## src/rtl/mips_pkg.sv

```systemverilog
// Shared definitions for the MIPS fetch front end: default PC geometry
// and the next-PC source encoding used by the program-counter unit.
package mips_pkg;

  localparam int unsigned PC_WIDTH_DEF     = 16;
  localparam int unsigned RESET_VECTOR_DEF = 0;

  typedef enum logic [1:0] {
    NPC_SEQ    = 2'd0,
    NPC_JUMP   = 2'd1,
    NPC_BRANCH = 2'd2,
    NPC_RET    = 2'd3
  } npc_sel_e;

endpackage : mips_pkg

```

## src/rtl/pc_ras.sv

```systemverilog
// Circular return-address stack. A push when full overwrites the oldest
// entry; overflow/underflow are single-cycle pulses for the owner to latch.
module pc_ras #(
  parameter int unsigned WIDTH = 16,
  parameter int unsigned DEPTH = 4
) (
  input  logic             clk,
  input  logic             rst,
  input  logic             push,
  input  logic             pop,
  input  logic [WIDTH-1:0] push_data,
  output logic [WIDTH-1:0] top_data,
  output logic             empty,
  output logic             full,
  output logic             overflow,
  output logic             underflow
);

  localparam int unsigned PTR_W = $clog2(DEPTH);
  localparam int unsigned CNT_W = $clog2(DEPTH + 1);
  localparam logic [CNT_W-1:0] CNT_MAX = CNT_W'(DEPTH);

  logic [WIDTH-1:0] mem [DEPTH];
  logic [PTR_W-1:0] ptr_reg, ptr_next;
  logic [CNT_W-1:0] count_reg, count_next;
  logic [PTR_W-1:0] top_idx;
  logic             do_push, do_pop;

  // ptr_reg is the next free slot; when full it also addresses the oldest entry.
  assign top_idx  = ptr_reg - PTR_W'(1);
  assign top_data = mem[top_idx];
  assign empty    = (count_reg == '0);
  assign full     = (count_reg == CNT_MAX);

  always_comb begin
    do_push   = 1'b0;
    do_pop    = 1'b0;
    overflow  = 1'b0;
    underflow = 1'b0;
    if (pop) begin
      do_pop    = !empty;
      underflow = empty;
    end else if (push) begin
      do_push  = 1'b1;
      overflow = full;
    end
  end

  always_comb begin
    ptr_next   = ptr_reg;
    count_next = count_reg;
    if (do_pop) begin
      ptr_next   = ptr_reg - PTR_W'(1);
      count_next = count_reg - CNT_W'(1);
    end else if (do_push) begin
      ptr_next = ptr_reg + PTR_W'(1);
      if (!full) begin
        count_next = count_reg + CNT_W'(1);
      end
    end
  end

  always_ff @(posedge clk) begin
    if (rst) begin
      ptr_reg   <= '0;
      count_reg <= '0;
    end else begin
      ptr_reg   <= ptr_next;
      count_reg <= count_next;
    end
  end

  // Entries are not reset: a zero count already makes old contents unreachable.
  for (genvar gi = 0; gi < DEPTH; gi++) begin : g_entry
    always_ff @(posedge clk) begin
      if (!rst && do_push && (ptr_reg == PTR_W'(gi))) begin
        mem[gi] <= push_data;
      end
    end
  end

endmodule : pc_ras

```

## src/rtl/pc_unit.sv

```systemverilog
// Fetch-stage program counter: priority next-PC mux (branch > ret > call >
// jump > sequential), stall via ce, and a return-address stack for call/ret.
module pc_unit
  import mips_pkg::*;
#(
  parameter int unsigned PC_WIDTH     = PC_WIDTH_DEF,
  parameter int unsigned STEP         = 1,
  parameter int unsigned RESET_VECTOR = RESET_VECTOR_DEF,
  parameter int unsigned RAS_DEPTH    = 4
) (
  input  logic                clk,
  input  logic                rst,
  input  logic                ce,
  input  logic                branch_en,
  input  logic [PC_WIDTH-1:0] branch_target,
  input  logic                jump_en,
  input  logic                call_en,
  input  logic [PC_WIDTH-1:0] jump_target,
  input  logic                ret_en,
  output logic [PC_WIDTH-1:0] pc,
  output logic [PC_WIDTH-1:0] pc_plus,
  output logic                ras_empty,
  output logic                ras_full,
  output logic                ras_err
);

  logic [PC_WIDTH-1:0] pc_reg, pc_next;
  logic                err_reg, err_next;
  npc_sel_e            npc_sel;
  logic                ras_push, ras_pop;
  logic [PC_WIDTH-1:0] ras_top;
  logic                ras_overflow, ras_underflow;

  assign pc      = pc_reg;
  assign pc_plus = pc_reg + PC_WIDTH'(STEP);
  assign ras_err = err_reg;

  // A branch squashes everything from ID; ret beats call; call beats jump.
  always_comb begin
    npc_sel  = NPC_SEQ;
    ras_push = 1'b0;
    ras_pop  = 1'b0;
    if (ce) begin
      if (branch_en) begin
        npc_sel = NPC_BRANCH;
      end else if (ret_en) begin
        ras_pop = 1'b1;
        npc_sel = ras_empty ? NPC_SEQ : NPC_RET;
      end else if (call_en) begin
        ras_push = 1'b1;
        npc_sel  = NPC_JUMP;
      end else if (jump_en) begin
        npc_sel = NPC_JUMP;
      end
    end
  end

  always_comb begin
    pc_next = pc_plus;
    unique case (npc_sel)
      NPC_SEQ:    pc_next = pc_plus;
      NPC_JUMP:   pc_next = jump_target;
      NPC_BRANCH: pc_next = branch_target;
      NPC_RET:    pc_next = ras_top;
      default:    pc_next = pc_plus;
    endcase
  end

  assign err_next = err_reg | ras_overflow | ras_underflow;

  always_ff @(posedge clk) begin
    if (rst) begin
      pc_reg  <= PC_WIDTH'(RESET_VECTOR);
      err_reg <= 1'b0;
    end else if (ce) begin
      pc_reg  <= pc_next;
      err_reg <= err_next;
    end
  end

  pc_ras #(
    .WIDTH (PC_WIDTH),
    .DEPTH (RAS_DEPTH)
  ) u_ras (
    .clk       (clk),
    .rst       (rst),
    .push      (ras_push),
    .pop       (ras_pop),
    .push_data (pc_plus),
    .top_data  (ras_top),
    .empty     (ras_empty),
    .full      (ras_full),
    .overflow  (ras_overflow),
    .underflow (ras_underflow)
  );

endmodule : pc_unit

```

## config.mk

```make
export PLATFORM = sky130hd
export DESIGN_NAME = pc_unit
export DESIGN_NICKNAME = d
export VERILOG_FILES = /design/src/rtl/mips_pkg.sv /design/src/rtl/pc_ras.sv /design/src/rtl/pc_unit.sv
export SDC_FILE = /design/constraint.sdc
export NUM_CORES = 1
export LEC_CHECK = 0
export ABC_AREA = 0
export CORE_UTILIZATION = 42
export CTS_BUF_LIST = sky130_fd_sc_hd__clkbuf_2 sky130_fd_sc_hd__clkbuf_4 sky130_fd_sc_hd__clkbuf_8
export DETAILED_ROUTE_END_ITERATION = 12
export MAX_ROUTING_LAYER = met4
export PLACE_DENSITY = 0.62
export SETUP_SLACK_MARGIN = 0.1
export SLEW_MARGIN = 20
export SYNTH_ARGS = -nofsm -noshare
export SYNTH_HDL_FRONTEND = slang
export SYNTH_HIERARCHICAL = 1
export SYNTH_SLANG_ARGS = --single-unit
```

## constraint.sdc

```tcl
create_clock -name clk -period 4.1 [get_ports clk]
set_input_delay 0.82 -clock clk [delete_from_list [all_inputs] [get_ports clk]]
set_output_delay 0.82 -clock clk [all_outputs]
set_load 0.02 [all_outputs]
```

==> flow_summary.toml, run 1 <==
[run_status]
outcome = "finished, final reports clean"

[logic_synthesis]
ys.warnings.count = 6
postSynthNetCount = 373
post_synthesis_cells = 328
post_synth_num_cell_types = 56
async_flop_share = 0
seq_cells_post_synth = 86
synth_flop_cell = "sky130_fd_sc_hd__edfxtp_1"
synth_enable_flop_cells = 64
ys_seq_area_frac = 0.5683
post_synth_instance_area_um2 = 4156
syn-mean-instance-area_um2 = 12.67

[sta]
fin_skew_ns = 0.01278
unrepaired_setup_endpoints_after_global_routing = "false"
max_freq_mhz = 268.8
timing.final.crit_share = 0.9072
hold_viol_final = 0
total_negative_slack_ns = 0
final_critical_path_time_including_i_o_delays_and_setup_ns = 3.720
worst_pin_slew_ns = 0.8754
maxSlewHeadroom = 0.4145
finalSetupViolCount = 0
report.final.slew_viol_count = 0

[floorplanning]
core_area_um2 = 9415
core.rowCount = 35
vertical_die_dimension_um = 101.5
top_level_ports = 74
die_width_um = 101.5
dieArea_um2 = 10300
initial_utilization = 0.4415

[clock_tree]
clock_sink_count = 86
cts.reportedPaths.clkPinSlew_ns = 0.08
cts_hold_buf = 0
numCtsBuffers = 9
ctsRootBufferMaster = "sky130_fd_sc_hd__clkbuf_8"
cts_tree = "yes"
clk-insertion-delay-late_ns = 0.36
htree_levels = 3
ctsResizeCount = 0
clock_path_buffers = 2
post_cts_setup_buffers = 0

[placed_design]
dp.cells = 521
finalWeightedCongestion = 0.8558
io_buffers = 73
detailed_place_hpwl_um = 7055

[cells_and_area]
largest_reg_flops = 64
fill_cell_instance_count_of_the_final_layout = 825
final_common_cell = "sky130_fd_sc_hd__clkdlybuf4s50_1"
num-nets-final = 448
number_of_standard_cells_in_the_layout_taps_in_and_fillers_out = 537
finish.utilization = 0.5555
areaGrowthSynthToFinish_pct = 25.83
final_cell_mix = "73 x sky130_fd_sc_hd__clkdlybuf4s50_1, 64 x sky130_fd_sc_hd__edfxtp_1, 22 x sky130_fd_sc_hd__a21oi_1, 22 x sky130_fd_sc_hd__dfxtp_1, 21 x sky130_fd_sc_hd__nand2_1"
number_of_inserted_diodes = 0
fraction_of_layout_instances_using_a_drive_strength_above_1 = 0.1446

[worst_hold_path]
hold_path.startpoint = "ras_err"
hold_path.class = "reg2reg"

[critical_path]
cp_data_required_time_ns = 3.28
crit_path_end_kind = "primary output"
critical_path.cell_chain = "nand3_1, nor2_1, and3_1, xnor2_1, clkdlybuf4s50_1"
crit_path_max_fanout = 13
critPathLaunchType = "register"
worst_path_largest_cell_delay_ns = 0.69
critical_path.top_delay_family = "simple AND/OR/NAND/NOR gates"
crit_type = "reg2out"
timing.critical_path.buf_inv = 1
timing.critical_path.arrival_ns = 2.90
timing.critical_path.from = "pc[5]"
rr_startpoint = "u_ras/ptr_reg[0]"
cp_slowest_cell = "sky130_fd_sc_hd__clkdlybuf4s50_1"

[grt]
grt_pass1_wl_um = 16460
global_route.overflow_total = 0
grt_start_max_net_pins = 34
grt_util_all_layers = 0.2263
grt_antenna_before_repair = 0
grt_pass1_vias = 3001

[route]
post_detailed_route_count_of_antenna_violating_nets = 0
wirelength_um = 10570
firstDrtPassIters = 4
vias = 3042
wl_per_cell_um = 19.68
first_iter_violations = 219
drt_drc_violations_left = 0
routed_via_density = 5.665

[power]
total_power_w = 0.001958
power.density_nw_per_um2 = 374.4
power.ir.vdd_worst_uv = 178.5
leak_pwr_nw = 1.703

[job]
maxCapViolCount = 0
power by group:
group / internal [W] / switching, W
Clock: 0.000300 / 0.000294
Sequential: 0.000963 / 0.0000309
Combinational: 0.000179 / 0.000192
path summary, 6_finish.rpt:
| check | to | slack [ns] | cells after the start |
|---|---|---|---|
| setup / recovery | pc_plus[14] | 0.38 | 5 |
| hold / removal | ras_err | 0.46 | 2 |
| setup reg to reg | pc[9] | 1.45 | 6 |
| hold reg to reg | ras_err | 0.46 | 2 |
layout make-up:
class,instances,area (µm²),area share
clock buffers,12,146.4,0.02799
flip-flops and latches,86,2362,0.4517
multi-input cells,207,1630,0.3117
well taps,129,161.4,0.03086
clock inverters,4,47.55,0.009091
inverters,15,56.30,0.01077
repair buffers,84,825.8,0.1579
per-stage QoR:
step / hold WS (ns) / instance area [µm²] / setup slack, ns
6_report: 0.4569 / 5230 / 0.3804
5_1_grt: 0.4804 / 5230 / 0.1930
4_1_cts: 0.4552 / 5230 / 0.3267
3_5_place_dp: 0.4433 / 5036 / 0.4892
3_3_place_gp: 0.4330 / 5036 / 0.5775
2_1_floorplan: 0.5222 / 4156 / 1.298
tightest hold or removal path, cell delays in order (launching register included):
cell and delay, ns:
sky130_fd_sc_hd__dfxtp_1 0.31, sky130_fd_sc_hd__inv_1 0.05, sky130_fd_sc_hd__a21oi_1 0.05
kinds of logic after synthesis:
group	Yosys count	synth area share
buffers and inverters	35	0.03943
AO/OA/AOI/OAI	82	0.1379
flip-flops	86	0.5683
multiplexers	19	0.09422
AND/OR/NAND/NOR	90	0.1210
adder cells (fa/ha/maj)	6	0.01806
XOR/XNOR	10	0.02107
Yosys cell counts, drive strengths merged (4+ instances only):
master,number,area [µm²]
buf,12,77.57
edfxtp,64,1922
ha,6,75.07
nor3,7,51.30
xor2,4,35.03
and2,4,25.02
nand3,13,77.58
nor2,20,75.07
xnor2,6,52.55
or2,6,40.04
a221oi,17,148.9
o21ai,15,75.07
clkbuf,8,30.03
nand2,21,78.83
inv,15,56.30
mux4,16,360.4
dfxtp,22,440.4
a21oi,23,118.9
metal layers:
layer  global-route usage  up-vias  part of all wire
li1                     -     1430                 -
met1               0.3176     1496              0.47
met2               0.3443      108              0.46
met3              0.04486        8             0.064
met4              0.04348        0            0.0074
met5                    -        -                 0
(Power assumes the default switching activity.)
==> run 2, diff against run 1 <==
--- a/config.mk
+++ b/config.mk
@@ -10,10 +10,9 @@
 export CTS_BUF_LIST = sky130_fd_sc_hd__clkbuf_2 sky130_fd_sc_hd__clkbuf_4 sky130_fd_sc_hd__clkbuf_8
 export DETAILED_ROUTE_END_ITERATION = 12
 export MAX_ROUTING_LAYER = met4
-export PLACE_DENSITY = 0.62
+export PLACE_DENSITY = 0.63
 export SETUP_SLACK_MARGIN = 0.1
 export SLEW_MARGIN = 20
 export SYNTH_ARGS = -nofsm -noshare
 export SYNTH_HDL_FRONTEND = slang
-export SYNTH_HIERARCHICAL = 1
 export SYNTH_SLANG_ARGS = --single-unit
==> flow_summary.toml, run 2 <==
[logic_synthesis]
post_synth_num_cell_types = 49
synth.most_common_cell = "sky130_fd_sc_hd__edfxtp_1"
dominant_cells_by_area_after_synthesis = "sky130_fd_sc_hd__edfxtp_1 49%, sky130_fd_sc_hd__dfxtp_1 11%, sky130_fd_sc_hd__mux4_2 9.2%, sky130_fd_sc_hd__a222oi_1 2.5%, sky130_fd_sc_hd__a22o_1 2.4%"
ys.warnings.count = 0
synth_enable_flop_cells = 64
post_synth_instance_area_um2 = 3938
async_flop_share = 0
postSynthNetCount = 317
commonest_cells_post_synth = "64 x sky130_fd_sc_hd__edfxtp_1, 22 x sky130_fd_sc_hd__dfxtp_1, 16 x sky130_fd_sc_hd__mux4_2, 16 x sky130_fd_sc_hd__nand2_1, 14 x sky130_fd_sc_hd__nor2_1"
post_synthesis_cells = 272
synth_flop_cell = "sky130_fd_sc_hd__edfxtp_1"
synth.largest_area_cell = "sky130_fd_sc_hd__edfxtp_1"
synth_top_cell_area_share = 0.4881
syn-mean-instance-area_um2 = 14.48
ys_seq_area_frac = 0.5999
seq_cells_post_synth = 86

[sta]
max_freq_mhz = 282.5
maxSlewHeadroom = 0.4310
final_critical_path_time_including_i_o_delays_and_setup_ns = 3.540
total_negative_slack_ns = 0
timing.hold.ws_ns = 0.4997
timing.final.crit_share = 0.8634
unrepaired_setup_endpoints_after_global_routing = "false"
finalSetupViolCount = 0
worst_pin_slew_ns = 0.8535
fin_skew_ns = 0.01531
report.final.slew_viol_count = 0
hold_viol_final = 0

[power]
power.density_nw_per_um2 = 377.6
power.ir.vdd_worst_uv = 211.9
leak_pwr_nw = 1.667

[cells_and_area]
stdcell_area_um2 = 4999
multiInputGateArea_um2 = 1446
final_cell_mix = "73 x sky130_fd_sc_hd__clkdlybuf4s50_1, 64 x sky130_fd_sc_hd__edfxtp_1, 22 x sky130_fd_sc_hd__dfxtp_1"
number_of_inserted_diodes = 0
largest_reg_flops = 64
areaGrowthSynthToFinish_pct = 26.95
finish.utilization = 0.5622
fill_cell_instance_count_of_the_final_layout = 707
final_common_cell = "sky130_fd_sc_hd__clkdlybuf4s50_1"
fraction_of_layout_instances_using_a_drive_strength_above_1 = 0.1606
number_of_standard_cells_in_the_layout_taps_in_and_fillers_out = 463
reg_area_um2 = 2362
num-nets-final = 395

[route]
vias = 2638
post_detailed_route_count_of_antenna_violating_nets = 0
first_iter_violations = 156
routed_via_density = 5.698
wirelength_um = 9598
wl_per_cell_um = 20.73
firstDrtPassIters = 4
drt_drc_violations_left = 0

[floorplanning]
dieArea_um2 = 9766
initial_utilization = 0.4429
core_area_um2 = 8891
die_width_um = 98.83
top_level_ports = 74
core.rowCount = 34
vertical_die_dimension_um = 98.83

[grt]
grt_antenna_before_repair = 0
grt_util_all_layers = 0.2150
grt_pass1_vias = 2606
grt_pass1_wl_um = 14940
gr-usage-met1 = 0.2839
groute.layer.met2.usage = 0.3314
grt_busiest_layer = "met2"
global_route.overflow_total = 0
groute.layer.met3.usage = 0.05248
grt_start_max_net_pins = 24

[critical_path]
crit_path_end_kind = "primary output"
crit_type = "reg2out"
critical_path.top_delay_family = "buffers and inverters"
cp_data_required_time_ns = 3.28
crit_path_max_fanout = 7
worst_path_largest_cell_delay_ns = 0.70
timing.critical_path.arrival_ns = 2.72
critPathLaunchType = "register"
cp_slowest_cell = "sky130_fd_sc_hd__clkdlybuf4s50_1"
critical_path.cell_chain = "ha_1, nand3_2, nor4_2, xor2_1, clkdlybuf4s50_1"
timing.critical_path.buf_inv = 1

[placed_design]
io_buffers = 73
finalWeightedCongestion = 0.7620
placed_cell_area_um2 = 4780
detailed_place_hpwl_um = 6729
dp.cells = 447

[run_status]
outcome = "finished, final reports clean"

[clock_tree]
cts_hold_buf = 0
clock_path_buffers = 2
post_cts_setup_buffers = 0
htree_levels = 3
clock_sink_count = 86
cts_tree = "yes"
cts.reportedPaths.clkPinSlew_ns = 0.08
ctsResizeCount = 0
ctsRootBufferMaster = "sky130_fd_sc_hd__clkbuf_8"
numCtsBuffers = 9
clk-insertion-delay-late_ns = 0.35

[worst_hold_path]
hold_path.class = "reg2reg"

[job]
maxCapViolCount = 0
## run 2: cell families after synthesis
kind of cell	synth area share
AOI/OAI and AO/OA	0.1147
xor gates and xnor gates	0.03559
adders and majority gates	0.02097
buffers and inverters	0.03273
DFF	0.5999
muxes	0.09914
and+or+nand+nor	0.09692
## run 2: power by group
part           switching, W  total (W)  internal [W]
sequential        0.0000255   0.000979      0.000953
clock              0.000289   0.000653      0.000363
combinational      0.000129   0.000256      0.000127
## run 2: through the flow
step | setup slack, ns | power, W
after floorplan | 1.525 | 0.001134
after global placement | 1.002 | 0.001254
after detailed placement | 0.8969 | 0.001256
after CTS | 0.5315 | 0.001903
after global routing | 0.3250 | 0.001956
final | 0.5602 | 0.001887
## run 2: cell type report
| class | instances | area share |
|---|---|---|
| repair buffers | 82 | 0.1597 |
| flip-flops and latches | 86 | 0.4726 |
| multi-input cells | 161 | 0.2894 |
| inverters | 10 | 0.007509 |
| clock inverters | 4 | 0.01452 |
| well taps | 108 | 0.02703 |
| clock buffers | 12 | 0.02929 |
## run 2: worst min-delay path: cells and delay by family, from the launching register on
kind               cells  cell delay, ns
and+or+nand+nor        1            0.08
AOI/OAI and AO/OA      1            0.05
DFF                    1            0.34
## run 2: metal layers
layer | vias up | share of wire
met4 | 0 | 0.0066
met5 | - | 0
met2 | 84 | 0.50
met3 | 5 | 0.054
met1 | 1325 | 0.44
li1 | 1224 | -
## run 2: final timing paths
kind	end	depth (start not counted)	slack, ns	from
max	pc_plus[14]	5	0.56	pc[0]
min	ras_err	2	0.50	ras_err
max reg2reg	pc[0]	7	1.68	u_ras.ptr_reg[1]
min reg2reg	ras_err	2	0.50	ras_err
==> run 3, diff against run 2 <==
--- a/config.mk
+++ b/config.mk
@@ -6,11 +6,12 @@
 export NUM_CORES = 1
 export LEC_CHECK = 0
 export ABC_AREA = 0
-export CORE_UTILIZATION = 42
+export CORE_UTILIZATION = 40
 export CTS_BUF_LIST = sky130_fd_sc_hd__clkbuf_2 sky130_fd_sc_hd__clkbuf_4 sky130_fd_sc_hd__clkbuf_8
+export CTS_CLUSTER_DIAMETER = 120
 export DETAILED_ROUTE_END_ITERATION = 12
 export MAX_ROUTING_LAYER = met4
-export PLACE_DENSITY = 0.63
+export PLACE_DENSITY = 0.6
 export SETUP_SLACK_MARGIN = 0.1
 export SLEW_MARGIN = 20
 export SYNTH_ARGS = -nofsm -noshare
==> flow_summary.toml, run 3 (synthesis gave the netlist of run 2 again) <==
[run_status]
outcome = "finished, final reports clean"

[power]
leak_pwr_nw = 1.634
power.density_nw_per_um2 = 355.8
power.ir.vdd_worst_uv = 188.6

[critical_path]
cp_data_required_time_ns = 3.28
critPathLaunchType = "register"
timing.critical_path.arrival_ns = 2.73
crit_type = "reg2out"
crit_path_end_kind = "primary output"
crit_path_max_fanout = 7

[floorplanning]
core_area_um2 = 9371
top_level_ports = 74
initial_utilization = 0.4202
dieArea_um2 = 10240
die_width_um = 101.2
vertical_die_dimension_um = 101.2
core.rowCount = 35

[grt]
grt_pass1_wl_um = 14860
grt_util_all_layers = 0.2086
grt_pass1_vias = 2666
groute.layer.met3.usage = 0.02968
gr-usage-met1 = 0.2765
global_route.overflow_total = 0
groute.layer.met2.usage = 0.3302
grt_start_max_net_pins = 24
grt_antenna_before_repair = 0
grt_busiest_layer = "met2"

[sta]
fin_skew_ns = 0.01320
total_negative_slack_ns = 0
worst_pin_slew_ns = 1.075
final_critical_path_time_including_i_o_delays_and_setup_ns = 3.548
finalSetupViolCount = 0
max_freq_mhz = 281.8
timing.final.crit_share = 0.8654
unrepaired_setup_endpoints_after_global_routing = "false"
maxSlewHeadroom = 0.2810
hold_viol_final = 0
report.final.slew_viol_count = 0

[worst_hold_path]
hold_path.class = "reg2reg"

[route]
routed_via_density = 5.553
first_iter_violations = 138
wirelength_um = 9700
post_detailed_route_count_of_antenna_violating_nets = 0
drt_drc_violations_left = 0
vias = 2682
wl_per_cell_um = 20.08
firstDrtPassIters = 6

[cells_and_area]
num-nets-final = 394
largest_reg_flops = 64
finish.utilization = 0.5306
final_common_cell = "sky130_fd_sc_hd__clkdlybuf4s50_1"
fraction_of_layout_instances_using_a_drive_strength_above_1 = 0.1554
number_of_inserted_diodes = 0
final_cell_mix = "73 x sky130_fd_sc_hd__clkdlybuf4s50_1, 64 x sky130_fd_sc_hd__edfxtp_1, 22 x sky130_fd_sc_hd__dfxtp_1"
areaGrowthSynthToFinish_pct = 26.28

[clock_tree]
numCtsBuffers = 9
cts_hold_buf = 0
htree_levels = 3
post_cts_setup_buffers = 0
cts.reportedPaths.clkPinSlew_ns = 0.08
ctsResizeCount = 0
clock_sink_count = 86
cts_tree = "yes"
clock_path_buffers = 2
ctsRootBufferMaster = "sky130_fd_sc_hd__clkbuf_8"
clk-insertion-delay-late_ns = 0.36

[placed_design]
io_buffers = 73
finalWeightedCongestion = 0.7356
detailed_place_hpwl_um = 6507

[job]
maxCapViolCount = 0
==> run 3: cell types whose count changed in the layout (fill, tap and decap cells not counted) <==
cell                         delta
sky130_fd_sc_hd__clkinv_1       +1
sky130_fd_sc_hd__buf_4          -1
sky130_fd_sc_hd__clkbuf_4       -3
sky130_fd_sc_hd__clkinv_4       +2
sky130_fd_sc_hd__inv_6          +1
sky130_fd_sc_hd__bufinv_16      -2
sky130_fd_sc_hd__clkinvlp_4     +1
==> run 3: area by class of cell <==
| class | count | area [µm²] |
|---|---|---|
| Inverter | 10 | 37.54 |
| Timing Repair Buffer | 81 | 790.8 |
| Clock inverter | 7 | 50.05 |
| Clock buffer | 9 | 123.9 |
| Fill cell | 826 | 4399 |
| Multi-Input combinational cell | 161 | 1446 |
| Tap cell | 129 | 161.4 |
| Sequential cell | 86 | 2362 |
==> run 3: worst paths after layout <==
path	start	slack, ns	depth (start not counted)	end
hold reg to reg	ras_err	0.52	2	ras_err
setup / recovery	pc[0]	0.55	5	pc_plus[12]
setup reg to reg	u_ras.ptr_reg[0]	1.35	8	pc[0]
hold / removal	ras_err	0.52	2	ras_err
==> run 3: power by group <==
part | internal [W] | switching, W
Sequential | 0.000953 | 0.0000256
Combinational | 0.000127 | 0.000131
Clock | 0.000221 | 0.000312
==> run 3: critical path, stage by stage, from the launching register on <==
cell and delay, ns:
sky130_fd_sc_hd__dfxtp_1 0.49, sky130_fd_sc_hd__ha_1 0.27, sky130_fd_sc_hd__nand3_2 0.15, sky130_fd_sc_hd__nor4_2 0.31, sky130_fd_sc_hd__xor2_1 0.46, sky130_fd_sc_hd__clkdlybuf4s50_1 0.70
==> run 3: per-layer routing <==
metal | vias to the layer above | wire [µm]
met1 | 1350 | 4424
met3 | 13 | 504
met5 | - | 0
met4 | 0 | 138
li1 | 1225 | -
met2 | 94 | 4633
==> run 3: stage by stage <==
| step | worst slack [ns] | instance area (µm²) | hold slack, ns | instances | power (W) |
|---|---|---|---|---|---|
| 3_3_place_gp | 1.015 | 4798 | 0.4825 | 467 | 0.001258 |
| 2_1_floorplan | 1.525 | 3938 | 0.5197 | 272 | 0.001134 |
| 6_report | 0.5520 | 4972 | 0.5151 | 483 | 0.001769 |
| 4_1_cts | 0.5406 | 4972 | 0.5041 | 483 | 0.001786 |
| 5_1_grt | 0.3910 | 4972 | 0.5425 | 483 | 0.001836 |
| 3_5_place_dp | 0.9454 | 4798 | 0.4624 | 467 | 0.001258 |
